## config.mk

```make
export PLATFORM = sky130hd
export DESIGN_NAME = iir_out_capture
export DESIGN_NICKNAME = d
export VERILOG_FILES = /design/src/rtl/iir_pkg.sv /design/src/rtl/capture_fifo.sv /design/src/rtl/iir_out_capture.sv
export SDC_FILE = /design/constraint.sdc
export NUM_CORES = 1
export LEC_CHECK = 0
export CORE_MARGIN = 2
export CORE_UTILIZATION = 24
export DETAILED_ROUTE_END_ITERATION = 8
export PLACE_DENSITY = 0.4
export SKIP_CTS_REPAIR_TIMING = 1
export SLEW_MARGIN = 40
export SYNTH_ARGS = -nofsm -noshare
export SYNTH_HDL_FRONTEND = slang
export SYNTH_HIERARCHICAL = 1
export SYNTH_SLANG_ARGS = --single-unit
```

## constraint.sdc

```tcl
create_clock -name clk -period 2.7 [get_ports clk]
set_input_delay 0.27 -clock clk [delete_from_list [all_inputs] [get_ports clk]]
set_output_delay 0.27 -clock clk [all_outputs]
set_load 0.02 [all_outputs]
```

## src/rtl/iir_pkg.sv

```systemverilog
// Shared constants and FSM encoding for the filter output capture block.
package iir_pkg;
    localparam int NB_DEF = 12;
    localparam int CW_DEF = 16;

    typedef enum logic [1:0] {
        IDLE    = 2'd0,
        CAPTURE = 2'd1,
        DONE    = 2'd2
    } cap_state_t;
endpackage

```

## src/rtl/capture_fifo.sv

```systemverilog
// Sample FIFO with flush and a registered read port; latency 1 on reads.
// Writes at full are accepted only alongside an accepted read; otherwise the caller drops them.
module capture_fifo #(
    parameter int NB    = 12,
    parameter int DEPTH = 16,
    parameter int AW    = 4
) (
    input  logic          clk,
    input  logic          rst_n,
    input  logic          i_flush,
    input  logic          i_wr_req,
    input  logic [NB-1:0] i_wr_data,
    input  logic          i_rd_en,
    output logic          o_wr_acc,
    output logic [NB-1:0] o_rd_data,
    output logic          o_rd_valid,
    output logic [AW:0]   o_level,
    output logic          o_empty,
    output logic          o_full
);
    localparam logic [AW:0] LVL_MAX = (AW+1)'(DEPTH);

    logic [NB-1:0] r_mem [DEPTH];
    logic [AW-1:0] r_wr_ptr;
    logic [AW-1:0] r_rd_ptr;
    logic [AW:0]   r_level;
    logic [NB-1:0] r_rd_data;
    logic          r_rd_valid;
    logic          w_rd_acc;
    logic          w_wr_acc;

    // A flush wins over both ports in the same cycle.
    assign w_rd_acc = i_rd_en && (r_level != '0) && !i_flush;
    assign w_wr_acc = i_wr_req && !i_flush && ((r_level != LVL_MAX) || w_rd_acc);

    always_ff @(posedge clk) begin
        if (w_wr_acc) begin
            r_mem[r_wr_ptr] <= i_wr_data;
        end
    end

    always_ff @(posedge clk or negedge rst_n) begin
        if (!rst_n) begin
            r_wr_ptr   <= '0;
            r_rd_ptr   <= '0;
            r_level    <= '0;
            r_rd_data  <= '0;
            r_rd_valid <= 1'b0;
        end else if (i_flush) begin
            r_wr_ptr   <= '0;
            r_rd_ptr   <= '0;
            r_level    <= '0;
            r_rd_valid <= 1'b0;
        end else begin
            r_rd_valid <= w_rd_acc;
            if (w_wr_acc) begin
                r_wr_ptr <= r_wr_ptr + 1'b1;
            end
            if (w_rd_acc) begin
                r_rd_ptr  <= r_rd_ptr + 1'b1;
                r_rd_data <= r_mem[r_rd_ptr];
            end
            case ({w_wr_acc, w_rd_acc})
                2'b10:   r_level <= r_level + 1'b1;
                2'b01:   r_level <= r_level - 1'b1;
                default: r_level <= r_level;
            endcase
        end
    end

    assign o_wr_acc   = w_wr_acc;
    assign o_rd_data  = r_rd_data;
    assign o_rd_valid = r_rd_valid;
    assign o_level    = r_level;
    assign o_empty    = (r_level == '0);
    assign o_full     = (r_level == LVL_MAX);
endmodule

```

## src/rtl/iir_out_capture.sv

```systemverilog
// Filter output sink: captures samples into a FIFO, counts them, keeps a checksum, flags done.
// Read latency 1; input stream has no backpressure, samples arriving at a full FIFO are dropped.
module iir_out_capture
    import iir_pkg::*;
#(
    parameter int NB    = NB_DEF,
    parameter int DEPTH = 16,
    parameter int AW    = 4,
    parameter int CW    = CW_DEF
) (
    input  logic          clk,
    input  logic          rst_n,
    input  logic          vIn,
    input  logic [NB-1:0] dIn,
    input  logic          arm,
    input  logic [CW-1:0] n_target,
    input  logic          rd_en,
    output logic [NB-1:0] rd_data,
    output logic          rd_valid,
    output logic          empty,
    output logic          full,
    output logic [AW:0]   level,
    output logic          overflow,
    output logic [CW-1:0] count,
    output logic [CW-1:0] checksum,
    output logic          busy,
    output logic          done
);
    cap_state_t    r_state;
    cap_state_t    w_state_nxt;
    logic [CW-1:0] r_count;
    logic [CW-1:0] r_checksum;
    logic [CW-1:0] r_target;
    logic          r_overflow;
    logic          w_sample;
    logic          w_wr_acc;
    logic [CW-1:0] w_cnt_nxt;
    logic [CW-1:0] w_dext;

    assign w_sample  = (r_state == CAPTURE) && vIn && !arm;
    assign w_cnt_nxt = r_count + 1'b1;
    assign w_dext    = {{(CW-NB){dIn[NB-1]}}, dIn};

    capture_fifo #(.NB(NB), .DEPTH(DEPTH), .AW(AW)) u_fifo (
        .clk        (clk),
        .rst_n      (rst_n),
        .i_flush    (arm),
        .i_wr_req   (w_sample),
        .i_wr_data  (dIn),
        .i_rd_en    (rd_en),
        .o_wr_acc   (w_wr_acc),
        .o_rd_data  (rd_data),
        .o_rd_valid (rd_valid),
        .o_level    (level),
        .o_empty    (empty),
        .o_full     (full)
    );

    always_ff @(posedge clk or negedge rst_n) begin
        if (!rst_n) begin
            r_state <= IDLE;
        end else begin
            r_state <= w_state_nxt;
        end
    end

    // A zero target means free-running capture until the next arm.
    always_comb begin
        w_state_nxt = r_state;
        if (arm) begin
            w_state_nxt = CAPTURE;
        end else if (w_sample && (r_target != '0) && (w_cnt_nxt == r_target)) begin
            w_state_nxt = DONE;
        end
    end

    always_ff @(posedge clk or negedge rst_n) begin
        if (!rst_n) begin
            r_count    <= '0;
            r_checksum <= '0;
            r_target   <= '0;
            r_overflow <= 1'b0;
        end else if (arm) begin
            r_count    <= '0;
            r_checksum <= '0;
            r_target   <= n_target;
            r_overflow <= 1'b0;
        end else if (w_sample) begin
            r_count <= w_cnt_nxt;
            if (w_wr_acc) begin
                r_checksum <= r_checksum + w_dext;
            end else begin
                r_overflow <= 1'b1;
            end
        end
    end

    assign overflow = r_overflow;
    assign count    = r_count;
    assign checksum = r_checksum;
    assign busy     = (r_state == CAPTURE);
    assign done     = (r_state == DONE);
endmodule

```

; ---- Word level (Yosys, flattened, before mapping)
; Memories as Yosys holds them, arrays and structs flattened. A register that Yosys moved wholly into a read port is not among the register bits.
; Index checks and enable logic that the tools add are counted.
[word_totals]
input_bits = 33
n_memories = 1
regBits = 65
ramBits = 192
output_inout_bits = 55
[classes]
n_reduce_logical = 22
bitwise = 1
n_mux = 19
addsub = 6
eq_ne = 8
[mem_list]
columns = memory, depth, width, read_ports, rd_ports_with_merged_regs, write_ports, line_no
row1 = u_fifo.r_mem, 16, 12, 1, 1, 1, capture_fifo.sv:23  ; logic [NB-1:0] r_mem [DEPTH];
[ops]
columns = cell, count
row1 = two-way mux 16 bit, 5
row2 = "adder 16 x 1 -> 16 bit, second input constant", 1
row3 = adder 16 bit, 1
row4 = == test 16 bit, 1
row5 = two-way mux 4 bit, 4
row6 = nonzero test 16 bit, 1
row7 = one-hot mux 5 bit (2 select lines), 1
row8 = "adder 4 x 1 -> 4 bit, second input constant", 2
row9 = logical AND 1 bit, 8
row10 = nonzero test 2 bit, 4
row11 = two-way mux 1 bit, 6
row12 = AND reduction 2 bit, 3
row13 = "adder 5 x 1 -> 5 bit, second input constant", 1
row14 = "== test 5 bit, second input constant", 1
row15 = zero test 5 bit, 1
row16 = two-way mux 5 bit, 1
row17 = "!= test 5 bit, second input constant", 1
row18 = nonzero test 5 bit, 1
row19 = "subtractor 5 x 1 -> 5 bit, second input constant", 1
row20 = "== test 2 x 1 -> 1 bit, second input constant", 2
row21 = "== test 2 bit, second input constant", 2
row22 = two-way mux 2 bit, 2
row23 = nonzero test 3 bit, 1
row24 = zero test 1 bit, 2
row25 = 3 further kinds, 3

; ---- Longest topological paths before layout
[depth]
word_depth = 8
mapped_depth = 12

; ---- Hierarchy
; The synthesis kept the hierarchy.
[by_module_without_submodules]
columns = mod, instances, seq_area_each_um2, cells_each, area_each_um2
row1 = capture_fifo, 1, 6416.2, 439, 8660.8
row2 = iir_out_capture, 1, 1276.2, 369, 3418.3

; ---- Least setup slack after synthesis
; No wires, ideal clock.
[synth_timing]
path_kind = register to register
start = reg r_state[1]
end = mem u_fifo.r_mem[5][0], enable pin
t_arrival_ns = 2.557
required_ns = 2.304
slack_ns = -0.253
stages_incl_launch_ff = 8
n_path_buf = 1
path_cell_list = dfrtp_1 > nand3b_1 > nor2_1 > inv_1 > a311oi_1 > buf_2 > nand2_1 > nor3_1
[synth_via]
elab_chain_len = 7
[synth_rtl]
columns = item, line_no
row1 = from (decl), iir_out_capture.sv:29  ; cap_state_t r_state;
row2 = from (signal assigned), iir_out_capture.sv:63  ; r_state <= w_state_nxt;
row3 = == test 2 x 1 -> 1 bit, iir_out_capture.sv:40  ; assign w_sample = (r_state == CAPTURE) && vIn && !arm;
row4 = logical AND 1 bit (2 in a row), iir_out_capture.sv:40
row5 = named net w_sample, iir_out_capture.sv:35  ; logic w_sample;
row6 = logical AND 1 bit (2 in a row), capture_fifo.sv:34  ; assign w_wr_acc = i_wr_req && !i_flush && ((r_level != LVL_MAX) || w_rd_acc);
row7 = named net w_wr_acc, iir_out_capture.sv:36  ; logic w_wr_acc;
row8 = two-way mux 1 bit, capture_fifo.sv:37  ; if (w_wr_acc) begin
row9 = two-way mux 1 bit (not written as such), capture_fifo.sv:38  ; r_mem[r_wr_ptr] <= i_wr_data;
row10 = to (decl), capture_fifo.sv:23
; The timed path passes the listed nets, and every way through them passes these cells.

; ---- Worst setup path in the final report
[layout_timing]
start = reg u_fifo.r_level[1] (netlist: u_fifo/o_level[1])
end = out full
[layout_via]
elab_chain_len = 1
[layout_rtl]
columns = item, line_no
row1 = from (decl), capture_fifo.sv:26  ; logic [AW:0] r_level;
row2 = from (signal assigned), capture_fifo.sv:64  ; 2'b10: r_level <= r_level + 1'b1;
row3 = from (signal assigned), capture_fifo.sv:65  ; 2'b01: r_level <= r_level - 1'b1;
row4 = from (signal assigned), capture_fifo.sv:66  ; default: r_level <= r_level;
row5 = == test 5 bit, capture_fifo.sv:76  ; assign o_full = (r_level == LVL_MAX);
row6 = to (decl), iir_out_capture.sv:21  ; output logic full,
; No other way between the ends.

==> reports/results.tsv <==
stage	metric	value	unit
status	status	complete, no violations	
cts	htreeDepth	2	
global_route	grt_usage	0.1300	
sta	tightest_slew	0.6022	ns
sta	setup_viol	0	
synthesis	avgSynthCellArea	14.95	um^2
route	drt_iter0_markers	357	
die	start_util	0.2417	
synthesis	yosys.area_share.adder	0.02817	
sta	finalCritPeriodShare	0.9422	
cts	clockRootBuffer	clkbuf_16	
power_and_ir_drop	vdd_drop_max	0.4673	mV
synthesis	synthFlopType	edfxtp_1	
die	dieArea	52140	um^2
sta	rsz0062_at_grt	no	
die	die_y	228.3	um
critical_path	cp.required	2.43	ns
global_route	grtUsageMet3	0.02745	
synthesis	synth_seq_area_share	0.6368	
route	drt-vias-per-instance	4.424	
critical_path	slowest_delay	0.60	ns
global_route	grt_pass1_wl	51250	um
global_route	grt_max_degree	63	
global_route	overflow	0	
critical_path	critPathCaptureType	primary output	
power_and_ir_drop	p_leak	0.005533	uW
synthesis	ys_warn_count	6	
cts	cts_made_buffers	34	
route	totalWireLength	33210	um
cells_and_area	fillCellCount	4982	
synthesis	synth_top_area_share	0.4773	
synthesis	async_flop_share	0.2862	
global_route	grt_pass1_vias	8032	
cts	clk_latency	0.53	ns
critical_path	cp_slowest_cell	clkdlybuf4s50_1	
synthesis	yosysUniqueCellTypes	70	
route	wl_per_cell	19.80	um
critical_path	cpMostUsedCell	buf_4	
placement	io_buffers	87	
global_route	grt.busiest_layer	met2	
global_route	antenna_found_initial	0	
cells_and_area	finish.net_count	1038	
critical_path	rrSetupSlack	0.21	ns
synthesis	netlist_area	12080	um^2
critical_path	cp-start-kind	register	
critical_path	cp_top_family	buffers and inverters	
cells_and_area	layout_common_cells	edfxtp_1 (192), clkdlybuf4s50_1 (85), dfrtp_1 (75), buf_4 (70), nor2_1 (49)	
critical_path	cp_cell_sequence	buf_4 > nor4_2 > buf_4 > and2_1 > clkdlybuf4s50_1	
route	drc	0	
placement	hpwl	22680	um
critical_path	arrival	2.27	ns
synthesis	synth_compound_area_frac	0.06153	
sta	slew-limit-headroom	0.5985	
global_route	use_met1	0.1659	
synthesis	synth_xor_area_frac	0.03045	
flow_run	cap_violations	0	
route	num_vias	7419	
route	drt_pass1_iterations	4	
critical_path	crit_buf_inv	3	
sta	min_period	2.544	ns
sta	worst_slack	0.1560	ns
cells_and_area	multi_input_area	4205	um^2
sta	fin_tns_setup	0	ns
sta	fmax	393.1	MHz
placement	place_ws	-0.2329	ns
power_and_ir_drop	p_per_area	732.1	nW/um^2
cts	cts_max_path_buffers	3	
synthesis	synth_fp_nets	867	
critical_path	path_class	reg -> out	
cts	clkTransAtPathRegs	0.05	ns
critical_path	cp_max_fo	4	
synthesis	synth_area_leaders	edfxtp_1 (48%), dfrtp_1 (16%), mux4_2 (8.9%), ha_1 (2.5%), mux2i_1 (2.5%)	
global_route	gr-usage-met2	0.2238	
cells_and_area	area_growth	29.77	%
die	rows	82	
die	die_width	228.3	um
synthesis	synth_top_cell_by_area	edfxtp_1	
synthesis	synthSimpleGateAreaFrac	0.09095	
sta	skew	0.01245	ns
synthesis	synth_edf_count	192	
sta	drv_slew	0	
cells_and_area	mostFrequentLayoutCell	edfxtp_1	
cells_and_area	drive_above_1_share	0.2308	
synthesis	ys_ff_latch	269	
synthesis	synth_top_family_by_area	multiplexers	
placement	gp_congestion	0.7479	
hold_path	hold_class	in -> reg	
sta	hold_violations	0	
cells_and_area	diodes	0	
die	boundaryPins	88	
synthesis	synthMuxAreaShare	0.1311	
cells_and_area	seq_area	7697	um^2
synthesis	syn_inst	808	
die	core_area	49970	um^2
cts	cts_tree	yes	
route	final_antenna_net_count	0	
cts	cts_sinks	269	
==> logic make-up after synthesis <==
family,count (synthesis)
compound gates,109
xor+xnor,42
fa+ha+maj,26
buf+inv,58
flops,269
mux,96
simple gates,208
==> power breakdown <==
part	switching, uW	total [uW]	internal (uW)
clock	1800	4480	2680
sequential	178	4790	4610
combinational	1170	2200	1030
==> sequential cells by signal, summed over array words and instances, names as in the netlist <==
signal             flops
count                 16
u_fifo/r_rd_ptr        4
u_fifo/o_rd_valid      1
r_target              16
u_fifo/o_rd_data      12
u_fifo/r_mem         192
u_fifo/o_level         5
r_state                2
u_fifo/r_wr_ptr        4
checksum              16
overflow               1
==> area by class of cell <==
cell class / count / area share
sequential: 269 / 0.4911
multi-input combinational: 481 / 0.2683
timing repair buffer: 176 / 0.1130
clock buffer: 40 / 0.05707
tap: 672 / 0.05364
clock inverter: 22 / 0.01285
inverter: 17 / 0.004071
==> Yosys cell counts (3+ instances only) <==
library cell,instances
xor2_1,22
dfrtp_1,77
a211oi_1,3
clkbuf_1,20
o21ai_0,21
a32o_1,4
nand3_1,15
nand4_1,7
nor4b_1,3
mux4_2,48
o311ai_1,4
nand2b_1,5
mux2_2,18
nor2b_1,4
o221ai_1,13
nor3b_1,7
nor2_1,50
a21o_1,5
mux2i_1,30
inv_1,16
a31oi_1,3
buf_2,13
nor4_1,9
o211ai_1,3
edfxtp_1,192
a21oi_1,25
buf_4,3
o21ai_1,7
xnor2_1,20
and3_1,6
nor3_1,17
and2_1,7
or3_1,15
nand2_1,45
buf_1,4
ha_1,24
==> worst min-delay path: cells and delay by family <==
| family | cells | cell delay, ns |
|---|---|---|
| buffers and inverters | 2 | 0.28 |
| and+or+nand+nor | 1 | 0.06 |
==> path summary, 6_finish.rpt <==
check                           cells past startpoint                                to                       startpoint
max in group asynchronous                           3          r_target[15]$_DFFE_PN0P_                            rst_n
worst max register to register                     10     u_fifo/o_level[3]$_DFFE_PN0P_    u_fifo/o_level[1]$_DFFE_PN0P_
worst min register to register                      2   u_fifo/o_rd_data[0]$_DFFE_PN0P_  u_fifo/o_rd_data[0]$_DFFE_PN0P_
worst min-delay path                                3              overflow$_DFFE_PN0P_                              arm
worst max-delay path                                5                              full    u_fifo/o_level[1]$_DFFE_PN0P_
min in group asynchronous                           2  u_fifo/o_rd_data[10]$_DFFE_PN0P_                            rst_n
==> through the flow <==
step | utilization | hold WS, ns | cell area, um^2 | instances | total power, uW
floorplan | - | -0.02559 | 12090 | 808 | 6080
global placement | 0.2912 | 0.1789 | 14550 | 1614 | 7100
detailed placement | 0.2912 | 0.1752 | 14550 | 1614 | 7105
CTS | 0.3132 | -0.4057 | 15650 | 1676 | 11680
global route | 0.3137 | 0.1404 | 15680 | 1677 | 12020
finish | 0.3137 | 0.1299 | 15680 | 1677 | 11480
==> routing by layer <==
layer | wire, um | part of all wire | vias to the layer above
met3 | 1487 | 0.045 | 45
met5 | 0 | 0 | -
met2 | 16550 | 0.50 | 132
met1 | 14610 | 0.44 | 3749
met4 | 569 | 0.017 | 0
li1 | - | - | 3493
(Power assumes the default switching activity.)
==> edit, RTL diff (same settings) <==
Make the reset (`rst_n`) synchronous in 3 clocked blocks.
--- a/src/rtl/capture_fifo.sv
+++ b/src/rtl/capture_fifo.sv
@@ -39,7 +39,7 @@
         end
     end
 
-    always_ff @(posedge clk or negedge rst_n) begin
+    always_ff @(posedge clk) begin
         if (!rst_n) begin
             r_wr_ptr   <= '0;
             r_rd_ptr   <= '0;
--- a/src/rtl/iir_out_capture.sv
+++ b/src/rtl/iir_out_capture.sv
@@ -56,7 +56,7 @@
         .o_full     (full)
     );
 
-    always_ff @(posedge clk or negedge rst_n) begin
+    always_ff @(posedge clk) begin
         if (!rst_n) begin
             r_state <= IDLE;
         end else begin
@@ -74,7 +74,7 @@
         end
     end
 
-    always_ff @(posedge clk or negedge rst_n) begin
+    always_ff @(posedge clk) begin
         if (!rst_n) begin
             r_count    <= '0;
             r_checksum <= '0;
Check against the original RTL: differs if rst_n is asserted again (counterexample within 4 cycles, from zero or initial values and one cycle with rst_n low); with rst_n held inactive, the same outputs for 4 cycles.
==> edit against the unedited design <==
- synthesized area fell by 2.4%
- cell area decreased by 2.7%
- sequential cell count stayed put
- critical path depth up 4
- cell count rose by 4.2%
- fmax is 0.75% lower
- setup slack got worse by 19 ps
- routed wire length decreased by 6.8%
Power is not compared: it rests on default switching activity, and its combinational part moved more than twofold at a synthesized area within 25%.
==> edit: results (changes against the unedited design) <==
Root buf cell: clkbuf_16
DP Area: 14250 um2 (-2.1%)
Clock tree buffer depth: 3 (unchanged)
Pre-Repair DR Iteration Count: 4 (unchanged)
Seq/Total Area, Yosys: 62.01% (-1.7 points)
Post-DP HPWL: 22240 um (-1.9%)
Clk_lat worst skew: 590 ps (+60 ps)
Total track usage: 12.16% (-0.84 points)
Yosys Warn Count: 6 (unchanged)
Async SR Flop Fraction: 0% (-29 points)
Met3 usage: 1.861% (-0.88 points)
Htree depth: 1 (-1)
Synthesized instance count: 879 (+8.8%)
Metal3 WL: 773 um (-48%)
Layout net count: 1117 (+7.6%)
Reg-to-Reg End: u_fifo/o_level[4]$_SDFFE_PP0P_
XOR/XNOR Fraction of Synth Area: 3.939% (+0.89 points)
Worst endpoint data arrival time: 3020 ps (+750 ps)
WL per Instance: 17.72 um (-11%)
Final GP Congestion: 0.7866 (+5.2%)
Slew @ Worst Pin: 550.5 ps (-51.70 ps)
Share of cells above drive strength 1: 17.73% (-5.4 points)
GR Util met2: 21.87% (-0.51 points)
Initial antenna violation count: 0 (unchanged)
Ranking of synthesized cells by area: edfxtp_1 49%, dfxtp_1 13%, mux2i_1 5.9%
Worst-path clk slew: 70 ps (+20 ps)
Synth cell count leaders: 192 x edfxtp_1, 77 x dfxtp_1, 70 x mux2i_1
Mux contribution to synthesized area: 10.53% (-2.6 points)
Pre-CTS setup slack: -206.2 ps (+26.77 ps)
Routed wl met2: 15790 um (-4.6%)
Hold_sp: n_target[2]
Status: complete, no violations
Syn nets: 938 (+8.2%)
Hold Path End: r_target[2]$_SDFFE_PN0P_
Worst path max stage delay: 550 ps (-50 ps)
R2R Path Start: u_fifo/o_level[3]$_SDFFE_PP0P_
First-pass GRT wire length: 47130 um (-8.1%)
Placed insts: 1689 (+4.6%)
Reg2reg path depth: 9 (-1)
VDD IR-drop max: 0.0004860 V
Hold_ws: 312.1 ps (+182.2 ps)
Pin count of the biggest net entering global routing: 27 (-57%)
Slowest stage cell on the critical path: or4_4
Number of global-route vias before repair: 7826 (-2.6%)
Leak: 5.089 nW
Met1 Track Usage GR: 15.00% (-1.6 points)
Post-synth EDFFs: 192 (unchanged)
Yosys cell types: 62 (-11%)
Vias per cell: 4.327 (-2.2%)
Most flops, register: u_fifo/r_mem
WL met1: 13580 um (-7.0%)
Fin Clk Skew: 14.17 ps (+1.712 ps)
Critical Path Fanout Max: 3 (-1)
First DRT Iteration DRCs: 348 (-2.5%)
Top layer in use: met4
Total routed wirelength: 30950 um (-6.8%)
Worst R2R Setup Slack: 140 ps (-70 ps)
Adder-cell share of the synthesized area: 2.888% (+0.071 points)
Synth Area in Compound Gates: 8.293% (+2.1 points)
CTS Buf Count: 31 (-8.8%)
==> edit: changes by cell type after synthesis, moves of 18 or more <==
cell     before  now
nor2b_1       4   27
dfrtp_1      77    0
o22ai_1       0   25
mux2i_1      30   70
mux4_2       48   24
mux2_2       18    0
dfxtp_1       0   77
==> edit: power groups by stage <==
stage          clock network (mW)  logic [mW]  registers (mW)
3_5_place_dp                    0       0.357            4.54
2_1_floorplan                   0       0.145            4.54
5_1_grt                      4.39       0.382            4.46
6_report                     4.12       0.347            4.46
4_1_cts                      4.25       0.358            4.46
3_3_place_gp                    0       0.356            4.54
==> edit: critical path: cells and delay by family (launching register included) <==
kind,cells,cell delay (ps)
simple gates,4,1110
fa+ha+maj,1,380
compound gates,2,390
buf+inv,1,150
flops,1,310
mux,1,100
==> edit: worst max path at each step <==
stage,end,depth (start not counted),from,slack [ps]
5_1_grt,u_fifo/o_level[4]$_SDFFE_PP0P_,9,u_fifo/o_level[3]$_SDFFE_PP0P_,40
6_report,u_fifo/o_level[4]$_SDFFE_PP0P_,9,u_fifo/o_level[3]$_SDFFE_PP0P_,140
4_1_cts,full,4,u_fifo/o_level[3]$_SDFFE_PP0P_,-20
2_1_floorplan,u_fifo/o_level[4]$_SDFFE_PP0P_,9,u_fifo/o_level[0]$_SDFFE_PP0P_,-40
3_3_place_gp,u_fifo/o_level[4]$_SDFFE_PP0P_,9,arm,-140
3_5_place_dp,u_fifo/o_level[4]$_SDFFE_PP0P_,9,arm,-210
==> edit: final cells by class <==
type	count	area [um2]
fill	4898	33500
sequential	269	7312
multi-input combinational	555	4272
timing repair buffer	188	1794
tap	664	830.8
clock buffer	36	794.5
clock inverter	22	193.9
inverter	13	48.80
